File: src/rtl/sc_button_conditioner.sv
`default_nettype none
// ============================================================================
// Module   : sc_button_conditioner
// Purpose  : Five-key synchronizer/debouncer producing clean active-low levels
//            and one-cycle press-event pulses. Optional auto-repeat on
//            right/left/down, enabled with SC_BUTTONCONDITIONER_AUTOREPEAT_EN.
// Revision : 1.0 - initial release
// ============================================================================
module sc_button_conditioner #(
  parameter int DEBOUNCE_CYCLES = 1000000,
  parameter int REPEAT_DELAY    = 25000000,
  parameter int REPEAT_PERIOD   = 5000000,
  parameter int REPEAT_GAP      = 2
) (
  input  logic       SC_BUTTONCONDITIONER_CLOCK_50,
  input  logic       SC_BUTTONCONDITIONER_RESET_InHigh,
  input  logic [4:0] SC_BUTTONCONDITIONER_rawButtons_InLow,
  output logic [4:0] SC_BUTTONCONDITIONER_buttons_OutLow,
  output logic [4:0] SC_BUTTONCONDITIONER_pressEvent_Out
);

  localparam int CW = (DEBOUNCE_CYCLES < 1) ? 1 : $clog2(DEBOUNCE_CYCLES + 1);
  localparam logic [CW-1:0] CNT_TARGET = CW'(DEBOUNCE_CYCLES);
  localparam bit ONE_CYCLE = (DEBOUNCE_CYCLES == 1);

`ifdef SC_BUTTONCONDITIONER_AUTOREPEAT_EN
  localparam int HOLD_MAX = (REPEAT_DELAY > REPEAT_PERIOD) ? REPEAT_DELAY : REPEAT_PERIOD;
  localparam int HW = $clog2(HOLD_MAX + 1);
  localparam int GW = $clog2(REPEAT_GAP + 1);
  localparam logic [HW-1:0] DELAY_C  = HW'(REPEAT_DELAY);
  localparam logic [HW-1:0] PERIOD_C = HW'(REPEAT_PERIOD);
  localparam logic [GW-1:0] GAP_C    = GW'(REPEAT_GAP);
`endif

  typedef enum logic [1:0] {
    RELEASED     = 2'd0,
    PRESS_WAIT   = 2'd1,
    PRESSED      = 2'd2,
    RELEASE_WAIT = 2'd3
  } state_t;

  // Reject configurations that would break the counters or the repeat gap.
  if (DEBOUNCE_CYCLES < 1 || REPEAT_GAP < 1 || REPEAT_DELAY < 1 ||
      REPEAT_PERIOD <= REPEAT_GAP) begin : g_cfg_error
    $error("sc_button_conditioner: illegal parameter combination");
  end

  logic       clk;
  logic       rst;
  logic [4:0] sync_meta;
  logic [4:0] sync_s;
  logic [4:0] btn_level;
  logic [4:0] btn_event;

  assign clk = SC_BUTTONCONDITIONER_CLOCK_50;
  assign rst = SC_BUTTONCONDITIONER_RESET_InHigh;

  always_ff @(posedge clk or posedge rst) begin
    if (rst) begin
      sync_meta <= 5'b11111;
      sync_s    <= 5'b11111;
    end else begin
      sync_meta <= SC_BUTTONCONDITIONER_rawButtons_InLow;
      sync_s    <= sync_meta;
    end
  end

  for (genvar i = 0; i < 5; i++) begin : g_chan
    state_t        state;
    logic [CW-1:0] cnt;
    logic [CW-1:0] cnt_inc;
    logic          level;
    logic          press;

    // Saturating increment: the count can never wrap past the target.
    assign cnt_inc = (cnt == CNT_TARGET) ? cnt : cnt + 1'b1;

    always_ff @(posedge clk or posedge rst) begin
      if (rst) begin
        state <= RELEASED;
        cnt   <= '0;
        level <= 1'b1;
        press <= 1'b0;
      end else begin
        press <= 1'b0;
        case (state)
          RELEASED: begin
            if (!sync_s[i]) begin
              if (ONE_CYCLE) begin
                state <= PRESSED;
                level <= 1'b0;
                press <= 1'b1;
              end else begin
                state <= PRESS_WAIT;
                cnt   <= CW'(1);
              end
            end
          end
          PRESS_WAIT: begin
            if (sync_s[i]) begin
              state <= RELEASED;
              cnt   <= '0;
            end else if (cnt_inc == CNT_TARGET) begin
              state <= PRESSED;
              cnt   <= '0;
              level <= 1'b0;
              press <= 1'b1;
            end else begin
              cnt <= cnt_inc;
            end
          end
          PRESSED: begin
            if (sync_s[i]) begin
              if (ONE_CYCLE) begin
                state <= RELEASED;
                level <= 1'b1;
              end else begin
                state <= RELEASE_WAIT;
                cnt   <= CW'(1);
              end
            end
          end
          RELEASE_WAIT: begin
            if (!sync_s[i]) begin
              state <= PRESSED;
              cnt   <= '0;
            end else if (cnt_inc == CNT_TARGET) begin
              state <= RELEASED;
              cnt   <= '0;
              level <= 1'b1;
            end else begin
              cnt <= cnt_inc;
            end
          end
          default: begin
            state <= RELEASED;
            cnt   <= '0;
            level <= 1'b1;
          end
        endcase
      end
    end

`ifdef SC_BUTTONCONDITIONER_AUTOREPEAT_EN
    if (i >= 2) begin : g_repeat
      logic [HW-1:0] hold;
      logic [HW-1:0] hold_inc;
      logic [HW-1:0] hold_target;
      logic          repeating;
      logic [GW-1:0] gap;
      logic          rep_press;
      logic          held;

      assign held        = (state == PRESSED) || (state == RELEASE_WAIT);
      assign hold_inc    = hold + 1'b1;
      assign hold_target = repeating ? PERIOD_C : DELAY_C;

      // Hold count restarts at each repeat, so later repeats land every PERIOD.
      always_ff @(posedge clk or posedge rst) begin
        if (rst) begin
          hold      <= '0;
          repeating <= 1'b0;
          gap       <= '0;
          rep_press <= 1'b0;
        end else begin
          rep_press <= 1'b0;
          if (!held) begin
            hold      <= '0;
            repeating <= 1'b0;
            gap       <= '0;
          end else begin
            if (gap != '0) begin
              gap <= gap - 1'b1;
              if (gap == GW'(1) && state == PRESSED) begin
                rep_press <= 1'b1;
              end
            end
            if (hold_inc == hold_target) begin
              hold      <= '0;
              repeating <= 1'b1;
              gap       <= GAP_C;
            end else begin
              hold <= hold_inc;
            end
          end
        end
      end

      assign btn_level[i] = level | (gap != '0);
      assign btn_event[i] = press | rep_press;
    end else begin : g_plain
      assign btn_level[i] = level;
      assign btn_event[i] = press;
    end
`else
    assign btn_level[i] = level;
    assign btn_event[i] = press;
`endif
  end

  assign SC_BUTTONCONDITIONER_buttons_OutLow = btn_level;
  assign SC_BUTTONCONDITIONER_pressEvent_Out = btn_event;

endmodule
`default_nettype wire
File: config.mk
export PLATFORM = sky130hd
export DESIGN_NAME = sc_button_conditioner
export DESIGN_NICKNAME = d
export VERILOG_FILES = /design/src/rtl/sc_button_conditioner.sv
export SDC_FILE = /design/constraint.sdc
export NUM_CORES = 1
export LEC_CHECK = 0
export BUFFER_PORTS_ARGS = -buffer_cell sky130_fd_sc_hd__buf_4
export CORE_MARGIN = 5
export CORE_UTILIZATION = 55
export DETAILED_ROUTE_END_ITERATION = 8
export GPL_ROUTABILITY_DRIVEN = 0
export PLACE_DENSITY = 0.73
export SKIP_LAST_GASP = 1
export SYNTH_ARGS = -nofsm -noshare
export SYNTH_HDL_FRONTEND = slang
export SYNTH_SLANG_ARGS = --single-unit
File: constraint.sdc
create_clock -name SC_BUTTONCONDITIONER_CLOCK_50 -period 3.69 [get_ports SC_BUTTONCONDITIONER_CLOCK_50]
set_input_delay 0.1845 -clock SC_BUTTONCONDITIONER_CLOCK_50 [delete_from_list [all_inputs] [get_ports SC_BUTTONCONDITIONER_CLOCK_50]]
set_output_delay 0.1845 -clock SC_BUTTONCONDITIONER_CLOCK_50 [all_outputs]
set_load 0.02 [all_outputs]
==> impl_metrics.ini, run 1 <==
[place]
port_buffers = 16
place_inst = 1264
dp_hpwl_um = 14300

[synth]
async_flop_share_pct = 100
synth_top_area_cell = dfrtp_1
synth_ff_type = dfrtp_1
synth_nets = 1127
ys_ff_latch = 130
synth_edf_count = 0
ys_warn_count = 0
syn_avg_cell_area_um2 = 8.21
synth_top_area_share_pct = 31.7
ys_seq_area_share_pct = 36.0
syn_area_um2 = 9080
yosys-top-cells-area = dfrtp_1 (32%), nand2_1 (6.5%), nand3_1 (5.4%), dfstp_2 (4.3%), o21ai_0 (3.0%)
syn_inst = 1106
yosysUniqueCellTypes = 78

[hold_path]
holdCritPathClass = input port to asynchronous set/reset pin

[critical_path]
rrSetupSlack_ps = 250
critPathArrivalTime_ps = 3750
required_ps = 4000
start_kind = flip-flop
crit_fanout = 7
end_kind = flip-flop
crit_type = flip-flop to flip-flop

[clock_network]
cts_buffers = 17
post_cts_resized = 0
insertion_delay_ps = 430
cts_root_buffer = clkbuf_16
path_clk_slew_ps = 60
cts_buffer_depth = 2
cts_htree_levels = 4
cts.sinks = 130
cts_tree = yes
post_cts_buffers = 0

[sta]
slew_viol_final = 0
min_period_ps = 3440
finClkSkew_ps = 9.04
tightest_slew_ps = 1190
rsz0062_at_grt = no
max_slew_margin_pct = 20.7
fmax_mhz = 291
tns_ps = 0
hold_viol_final = 25
holdWs_ps = -30.7
fin_crit_sh_pct = 93.2
finalSetupViolations = 0

[floorplan]
io_pins = 17
rows = 47
die_w_um = 138
dieHeight_um = 138
core-area_um2 = 16400
die-area_um2 = 19200
start_util_pct = 55.3

[finish]
multi_input_area_um2 = 5220
area_growth_pct = 7.63
final_net_count = 1089
final_cell_count_no_fill = 1301
drive_above_1_share_pct = 9.71
n_antenna_cell = 0
register_area_um2 = 3270
n_fill_cell = 1412

[global_route]
met3_usage_pct = 3.66
met1_usage_pct = 32.5
grt_pass1_vias = 7264
grt_first_pass_wirelength_um = 35800
grt_antenna_before_repair = 0
met2_usage_pct = 32.6
grt_max_degree = 110
grt-busiest-layer = met2
grt_use_total_pct = 21.8
overflow = 0

[job]
max-cap-violations = 0

[run_status]
violations = hold timing
status = finished, violations left

[power_and_ir_drop]
p_leak_nw = 3.93
power.density_nw_per_um2 = 349
max-vdd-ir-drop_mv = 0.331

[drt]
vias = 8152
drt_wl_total_um = 20900
drt_iter0_drc = 924
drt_pass1_iterations = 6
drc_errors = 0
wire_per_inst_um = 16.1
vias_per_cell = 6.27
ant_nets = 0
-- area by class of cell --
class	count	share of cell area, %
sequential	130	33.5
tap	220	2.82
inverter	38	1.51
clock inverter	12	1.37
clock buffer	20	4.67
multi-input combinational	847	53.4
timing repair buffer	34	2.74
-- stage by stage --
step / hold WS [ps] / worst slack (ps) / instance area (um^2) / power (mW) / util [%]
after floorplan: 189 / 61.0 / 9080 / 1.67 / -
after global placement: 293 / 388 / 9130 / 1.74 / 55.7
after detailed placement: 294 / 322 / 9130 / 1.74 / 55.7
after CTS: 35.3 / 279 / 9770 / 3.43 / 59.6
after global routing: 87.4 / 73.7 / 9770 / 3.54 / 59.6
final: -30.7 / 250 / 9770 / 3.41 / 59.6
-- layer usage --
metal,up-vias,wire (um)
met5,-,0
met4,0,323
met3,34,1140
met2,256,9350
met1,3895,10100
li1,3967,-
-- sequential cells by signal, indices dropped and copies added (netlist names), named ones only --
signal,count
g_chan.press,5
g_chan.level,5
g_chan.state,5
g_chan.cnt,100
sync_meta,5
sync_s,5
-- worst paths after layout --
check	from	endpoint	cells after the start
worst max-delay path	g_chan[0].cnt[0]$_DFFE_PP0P_	g_chan[0].cnt[9]$_DFFE_PP0P_	10
worst min-delay path	SC_BUTTONCONDITIONER_RESET_InHigh	g_chan[2].press$_DFF_PP0_	2
worst max register to register	g_chan[0].cnt[0]$_DFFE_PP0P_	g_chan[0].cnt[9]$_DFFE_PP0P_	10
worst min register to register	sync_meta[2]$_DFF_PP1_	sync_s[2]$_DFF_PP1_	0
max in group asynchronous	SC_BUTTONCONDITIONER_RESET_InHigh	sync_meta[3]$_DFF_PP1_	3
min in group SC_BUTTONCONDITIONER_CLOCK_50	sync_meta[2]$_DFF_PP1_	sync_s[2]$_DFF_PP1_	0
-- where the power goes --
group | switching [mW] | internal [mW] | total, mW
Clock | 0.652 | 1.03 | 1.68
Sequential | 0.0466 | 1.45 | 1.50
Combinational | 0.151 | 0.0734 | 0.224
-- logic make-up after synthesis --
logic type	Yosys count	synth area share (%)
compound gates	218	16.8
xor+xnor	45	4.34
fa+ha+maj	14	1.93
buf+inv	129	6.48
flops	130	36.0
mux	12	1.34
simple gates	558	33.0
-- what timing repair did --
action,4_1_cts,5_1_grt
setup endpoints to repair,0,0
hold buffers,5,0
endpoints found under the hold margin,5,0
-- Yosys cell counts, types with 9 or more instances --
library cell,n
or3_1,26
ha_1,14
nand2_1,157
mux2i_1,11
o211ai_1,9
or4_1,10
o22ai_1,12
o21ai_0,54
and4_1,13
dfrtp_1,115
and2_1,14
a31oi_1,14
nand4_1,34
nor3_1,42
and3_1,15
a22o_1,15
buf_4,13
inv_1,38
nand3_1,98
dfstp_2,15
xor2_1,19
clkbuf_1,52
nor2_1,68
buf_2,20
nor4_1,13
xnor2_1,26
a21oi_1,31
-- worst max-delay path, cell delays in order (launching register included) --
cell      delay (ps)
dfrtp_1          450
inv_1            160
ha_1             190
nand4b_1         100
or3_1            400
or4_1            510
mux2i_1          160
or4_4            550
nor3_1           340
nor2_1           140
a221o_1          340
-- cell usage in the layout (no fill, tap or decap), types with 17 or more instances in the layout --
cell and instances:
dfrtp_1 115, xnor2_1 26, o21ai_0 54, clkbuf_16 17
or3_1 26, nand4_1 34, nor2_1 68, nand3_1 98
nand2_1 157, xor2_1 19, inv_1 37, a21oi_1 31
buf_4 29, nor3_1 42
Note: power is estimated with default switching activity, not from simulation.
==> run 2, diff against run 1 <==
--- a/config.mk
+++ b/config.mk
@@ -8,6 +8,7 @@
 export BUFFER_PORTS_ARGS = -buffer_cell sky130_fd_sc_hd__buf_4
 export CORE_MARGIN = 5
 export CORE_UTILIZATION = 55
+export CTS_BUF_LIST = sky130_fd_sc_hd__clkbuf_16
 export DETAILED_ROUTE_END_ITERATION = 8
 export GPL_ROUTABILITY_DRIVEN = 0
 export PLACE_DENSITY = 0.73
==> run 2 against run 1 <==
Net effect:
- the run still ends with hold timing left
- first-iteration DRC count unchanged
- global-route usage unchanged
- utilization down 0.12 points
==> impl_metrics.ini, run 2 (synthesis gave the netlist of run 1 again) <==
[critical_path]
crit_type = flip-flop to flip-flop
ff2ff_path_depth = 10
r2r_end = g_chan[0].cnt[9]$_DFFE_PP0P_
r2r_start = g_chan[0].cnt[0]$_DFFE_PP0P_
start_kind = flip-flop
crit_path_start = g_chan[0].cnt[0]$_DFFE_PP0P_
slowest_delay_ps = 550
cp_slowest_cell = or4_4
critPathArrivalTime_ps = 3750
path_cells = inv_1 > ha_1 > nand4b_1 > or3_1 > or4_1 > mux2i_1 > or4_4 > nor3_1 > nor2_1 > a221o_1
end_kind = flip-flop
required_ps = 4000
endpoint = g_chan[0].cnt[9]$_DFFE_PP0P_
rrSetupSlack_ps = 250
crit_fanout = 7

[floorplan]
start_util_pct = 55.3
rows = 47
core-area_um2 = 16400
die_w_um = 138
die-area_um2 = 19200
dieHeight_um = 138
io_pins = 17

[power_and_ir_drop]
fin_total_pwr_mw = 3.36
max-vdd-ir-drop_mv = 0.330
power.density_nw_per_um2 = 345
p_leak_nw = 3.92

[clock_network]
cts_root_buffer = clkbuf_16
cts.sinks = 130
post_cts_resized = 0
path_clk_slew_ps = 60
insertion_delay_ps = 430
cts_htree_levels = 4
cts_buffers = 17
post_cts_buffers = 0
cts_tree = yes
cts_buffer_depth = 2

[sta]
rsz0062_at_grt = no
slew_viol_final = 0
holdWs_ps = -28.7
fmax_mhz = 291
tns_ps = 0
finalSetupViolations = 0
min_period_ps = 3440
max_slew_margin_pct = 19.9
finClkSkew_ps = 9.51
fin_crit_sh_pct = 93.1
tightest_slew_ps = 1200
hold_viol_final = 23

[run_status]
violations = hold timing
status = finished, violations left

[drt]
drt_wl_total_um = 20900
wire_per_inst_um = 16.0
vias_per_cell = 6.26
ant_nets = 0
vias = 8139
drt_iter0_drc = 924
drc_errors = 0
drt_pass1_iterations = 6

[global_route]
grt_max_degree = 110
grt_use_total_pct = 21.8
grt_antenna_before_repair = 0
grt_pass1_vias = 7264
overflow = 0
grt_first_pass_wirelength_um = 35800

[finish]
final_cell_mix = nand2_1 (157), dfrtp_1 (115), nand3_1 (98)
mostFrequentLayoutCell = nand2_1
largest_register_ffs = 100
area_growth_pct = 7.41
n_antenna_cell = 0
drive_above_1_share_pct = 9.53
regMostFlops = g_chan.cnt
final_net_count = 1089

[hold_path]
holdCritPathClass = input port to asynchronous set/reset pin

[job]
max-cap-violations = 0

[place]
dp_hpwl_um = 14300
port_buffers = 16
## run 2: changes by cell type in the layout (fill, tap and decap cells not counted), sizes merged
cell | before | now
clkbuf | 20 | 17
inv | 38 | 39
clkinv | 8 | 10
## run 2: through the flow
stage / hold slack (ps) / setup WS (ps) / utilization (%) / std cells / instance area [um^2]
after floorplan: 189 / 61.0 / - / 1106 / 9080
after global placement: 293 / 388 / 55.7 / 1264 / 9130
after detailed placement: 294 / 322 / 55.7 / 1264 / 9130
after CTS: 35.3 / 278 / 59.4 / 1301 / 9750
after global routing: 87.8 / 72.7 / 59.4 / 1301 / 9750
final: -28.7 / 254 / 59.4 / 1301 / 9750
## run 2: layer usage
| layer | track usage [%] | wire, um | up-vias |
|---|---|---|---|
| met2 | 32.6 | 9350 | 266 |
| met5 | 0 | 0 | - |
| met4 | 6.86 | 280 | 0 |
| met3 | 3.66 | 1170 | 26 |
| li1 | - | - | 3970 |
| met1 | 32.5 | 10100 | 3877 |
## run 2: worst min path at each step
stage | start | endpoint | cells past startpoint
detailed placement | SC_BUTTONCONDITIONER_rawButtons_InLow[0] | sync_meta[0]$_DFF_PP1_ | 1
global placement | SC_BUTTONCONDITIONER_rawButtons_InLow[3] | sync_meta[3]$_DFF_PP1_ | 1
global route | SC_BUTTONCONDITIONER_RESET_InHigh | g_chan[2].cnt[17]$_DFFE_PP0P_ | 2
floorplan | SC_BUTTONCONDITIONER_rawButtons_InLow[0] | sync_meta[0]$_DFF_PP1_ | 0
CTS | SC_BUTTONCONDITIONER_RESET_InHigh | g_chan[2].cnt[17]$_DFFE_PP0P_ | 2
finish | SC_BUTTONCONDITIONER_RESET_InHigh | g_chan[2].press$_DFF_PP0_ | 2
## run 2: what timing repair did
action                                  4_1_cts  5_1_grt
endpoints found under the setup margin        0        0
endpoints found under the hold margin         5        0
hold buffers                                  5        0
## run 2: cell type report
type	instances	area, um^2
Clock inverter	15	145
Multi-Input combinational cell	847	5220
Timing Repair Buffer	34	268
Sequential cell	130	3270
Clock buffer	17	425
Fill cell	1417	6650
Inverter	38	148
Tap cell	220	275
## run 2: worst max-delay path, delay by kind of cell (launching register included)
family / cells / cell delay [ps]
flops: 1 / 450
compound gates: 1 / 340
mux: 1 / 160
buf+inv: 1 / 160
fa+ha+maj: 1 / 190
simple gates: 6 / 2040
## run 2: report_power, final
part	switching [mW]	internal [mW]	total [mW]
registers	0.0463	1.45	1.50
clock network	0.652	0.986	1.64
logic	0.151	0.0736	0.225
==> run 3, diff against run 2 <==
--- a/config.mk
+++ b/config.mk
@@ -6,11 +6,12 @@
 export NUM_CORES = 1
 export LEC_CHECK = 0
 export BUFFER_PORTS_ARGS = -buffer_cell sky130_fd_sc_hd__buf_4
-export CORE_MARGIN = 5
+export CORE_MARGIN = 3
 export CORE_UTILIZATION = 55
 export CTS_BUF_LIST = sky130_fd_sc_hd__clkbuf_16
 export DETAILED_ROUTE_END_ITERATION = 8
 export GPL_ROUTABILITY_DRIVEN = 0
+export HOLD_SLACK_MARGIN = 0.15
 export PLACE_DENSITY = 0.73
 export SKIP_LAST_GASP = 1
 export SYNTH_ARGS = -nofsm -noshare
==> run 3 against run 2 <==
Net effect:
- the run now ends clean
- final area is 0.90% higher
- sequential share of layout area decreased by 0.30 points
- fmax down 0.89%
- worst setup slack got worse by 31 ps
- largest cell class unchanged
==> impl_metrics.ini, run 3 (synthesis gave the netlist of run 1 again) <==
[critical_path]
crit_type = flip-flop to flip-flop
crit_buf_inv = 1
path_cells = inv_1 > ha_1 > nand4b_1 > or3_1 > or4_1 > mux2i_1 > or4_4 > o31ai_4 > nor2_1 > a221o_1
ff2ff_path_depth = 10
critPathArrivalTime_ps = 3770
slowest_delay_ps = 550
start_kind = flip-flop
end_kind = flip-flop
rrSetupSlack_ps = 220
crit_fanout = 9
r2r_start = g_chan[0].cnt[0]$_DFFE_PP0P_
required_ps = 3990
r2r_end = g_chan[0].cnt[9]$_DFFE_PP0P_
cp_slowest_cell = or4_4
critical-path-top-delay-family = simple AND/OR/NAND/NOR gates

[place]
place_area_um2 = 9150
dp_hpwl_um = 14800
port_buffers = 16

[clock_network]
cts_buffers = 17
cts_tree = yes
cts_htree_levels = 4
cts_root_buffer = clkbuf_16
post_cts_buffers = 0
path_clk_slew_ps = 60
cts_buffer_depth = 2
insertion_delay_ps = 430
cts.sinks = 130

[drt]
ant_nets = 0
drt_pass1_iterations = 8
vias = 8126
drt_wl_total_um = 21100
wire_per_inst_um = 16.2
drt_iter0_drc = 801
vias_per_cell = 6.25
drc_errors = 0

[sta]
max_slew_margin_pct = 28.1
slew_viol_final = 0
finalSetupViolations = 0
tightest_slew_ps = 1080
finClkSkew_ps = 9.45
hold_viol_final = 0
rsz0062_at_grt = no
fmax_mhz = 288
fin_crit_sh_pct = 94.0
tns_ps = 0
min_period_ps = 3470

[global_route]
grt_use_total_pct = 24.1
overflow = 0
grt_antenna_before_repair = 0
grt_first_pass_wirelength_um = 36000
grt_max_degree = 82
grt_pass1_vias = 7453

[floorplan]
die-area_um2 = 18100
die_w_um = 134
dieHeight_um = 134
start_util_pct = 56.7
rows = 46
core-area_um2 = 16000
io_pins = 17

[power_and_ir_drop]
max-vdd-ir-drop_mv = 0.359
power.density_nw_per_um2 = 359
p_leak_nw = 3.96
fin_total_pwr_mw = 3.54

[hold_path]
holdCritPathClass = flip-flop to flip-flop
hp-start = sync_meta[3]$_DFF_PP1_
hold_depth = 0
whs_endpoint = sync_s[3]$_DFF_PP1_

[job]
max-cap-violations = 0

[finish]
final_cell_mix = nand2_1 (157), dfrtp_1 (115), nand3_1 (98)
largest_register_ffs = 100
fin_area_um2 = 9840
n_antenna_cell = 0
mostFrequentLayoutCell = nand2_1
drive_above_1_share_pct = 10.0
regMostFlops = g_chan.cnt
final_net_count = 1093
area_growth_pct = 8.38

[run_status]
status = finished clean
[run 3: changes by cell type in the layout (fill, tap and decap cells not counted)]
cell / change
buf_4: +3
bufinv_16: +2
clkinv_1: -2
clkinv_2: -1
clkinv_4: -3
clkinvlp_4: +1
dlygate4sd3_1: +1
inv_1: -1
inv_6: +4
[run 3: per-stage QoR]
step / hold slack [ps] / std cells / util (%) / worst slack, ps
floorplan: 189 / 1106 / - / 61.0
global placement: 293 / 1263 / 57.2 / 333
detailed placement: 294 / 1263 / 57.2 / 291
CTS: 355 / 1301 / 61.5 / 241
global route: 356 / 1301 / 61.5 / 44.3
finish: 354 / 1301 / 61.5 / 223
[run 3: final cells by class]
cell class	instances	area, um^2
multi-input cells	847	5220
clock buffers	17	425
repair buffers	38	300
well taps	216	270
flip-flops and latches	130	3270
clock inverters	15	205
fillers	1394	6160
inverters	38	148
[run 3: report_power, final]
part	leakage (nW)	switching [mW]	internal, mW	total (mW)
clock network	0.301	0.672	1.14	1.81
logic	1.92	0.156	0.0757	0.231
registers	1.74	0.0423	1.45	1.50
[run 3: worst max path at each step]
stage | startpoint | endpoint | slack (ps) | cells after the start
2_1_floorplan | SC_BUTTONCONDITIONER_RESET_InHigh | asynchronous set/reset pin | 60 | 1
3_3_place_gp | g_chan[0].cnt[0]$_DFFE_PP0P_ | g_chan[0].cnt[18]$_DFFE_PP0P_ | 330 | 10
3_5_place_dp | g_chan[0].cnt[0]$_DFFE_PP0P_ | g_chan[0].cnt[9]$_DFFE_PP0P_ | 290 | 10
4_1_cts | g_chan[0].cnt[0]$_DFFE_PP0P_ | g_chan[0].cnt[9]$_DFFE_PP0P_ | 240 | 10
5_1_grt | g_chan[0].cnt[0]$_DFFE_PP0P_ | g_chan[0].cnt[9]$_DFFE_PP0P_ | 40 | 10
6_report | g_chan[0].cnt[0]$_DFFE_PP0P_ | g_chan[0].cnt[9]$_DFFE_PP0P_ | 220 | 10
[run 3: what timing repair did]
| item | in CTS | in global routing |
|---|---|---|
| hold buffers | 6 | 0 |
| resized for setup | 0 | 0 |
| endpoints found under the hold margin | 81 | 0 |
[run 3: layer usage]
layer  GRT usage (%)  vias up  part of all wire, %
li1                -     3976                    -
met1            31.9     3852                   45
met2            39.1      260                   48
met3            4.84       38                  5.3
met4            9.33        0                  1.9
met5               0        -                    0
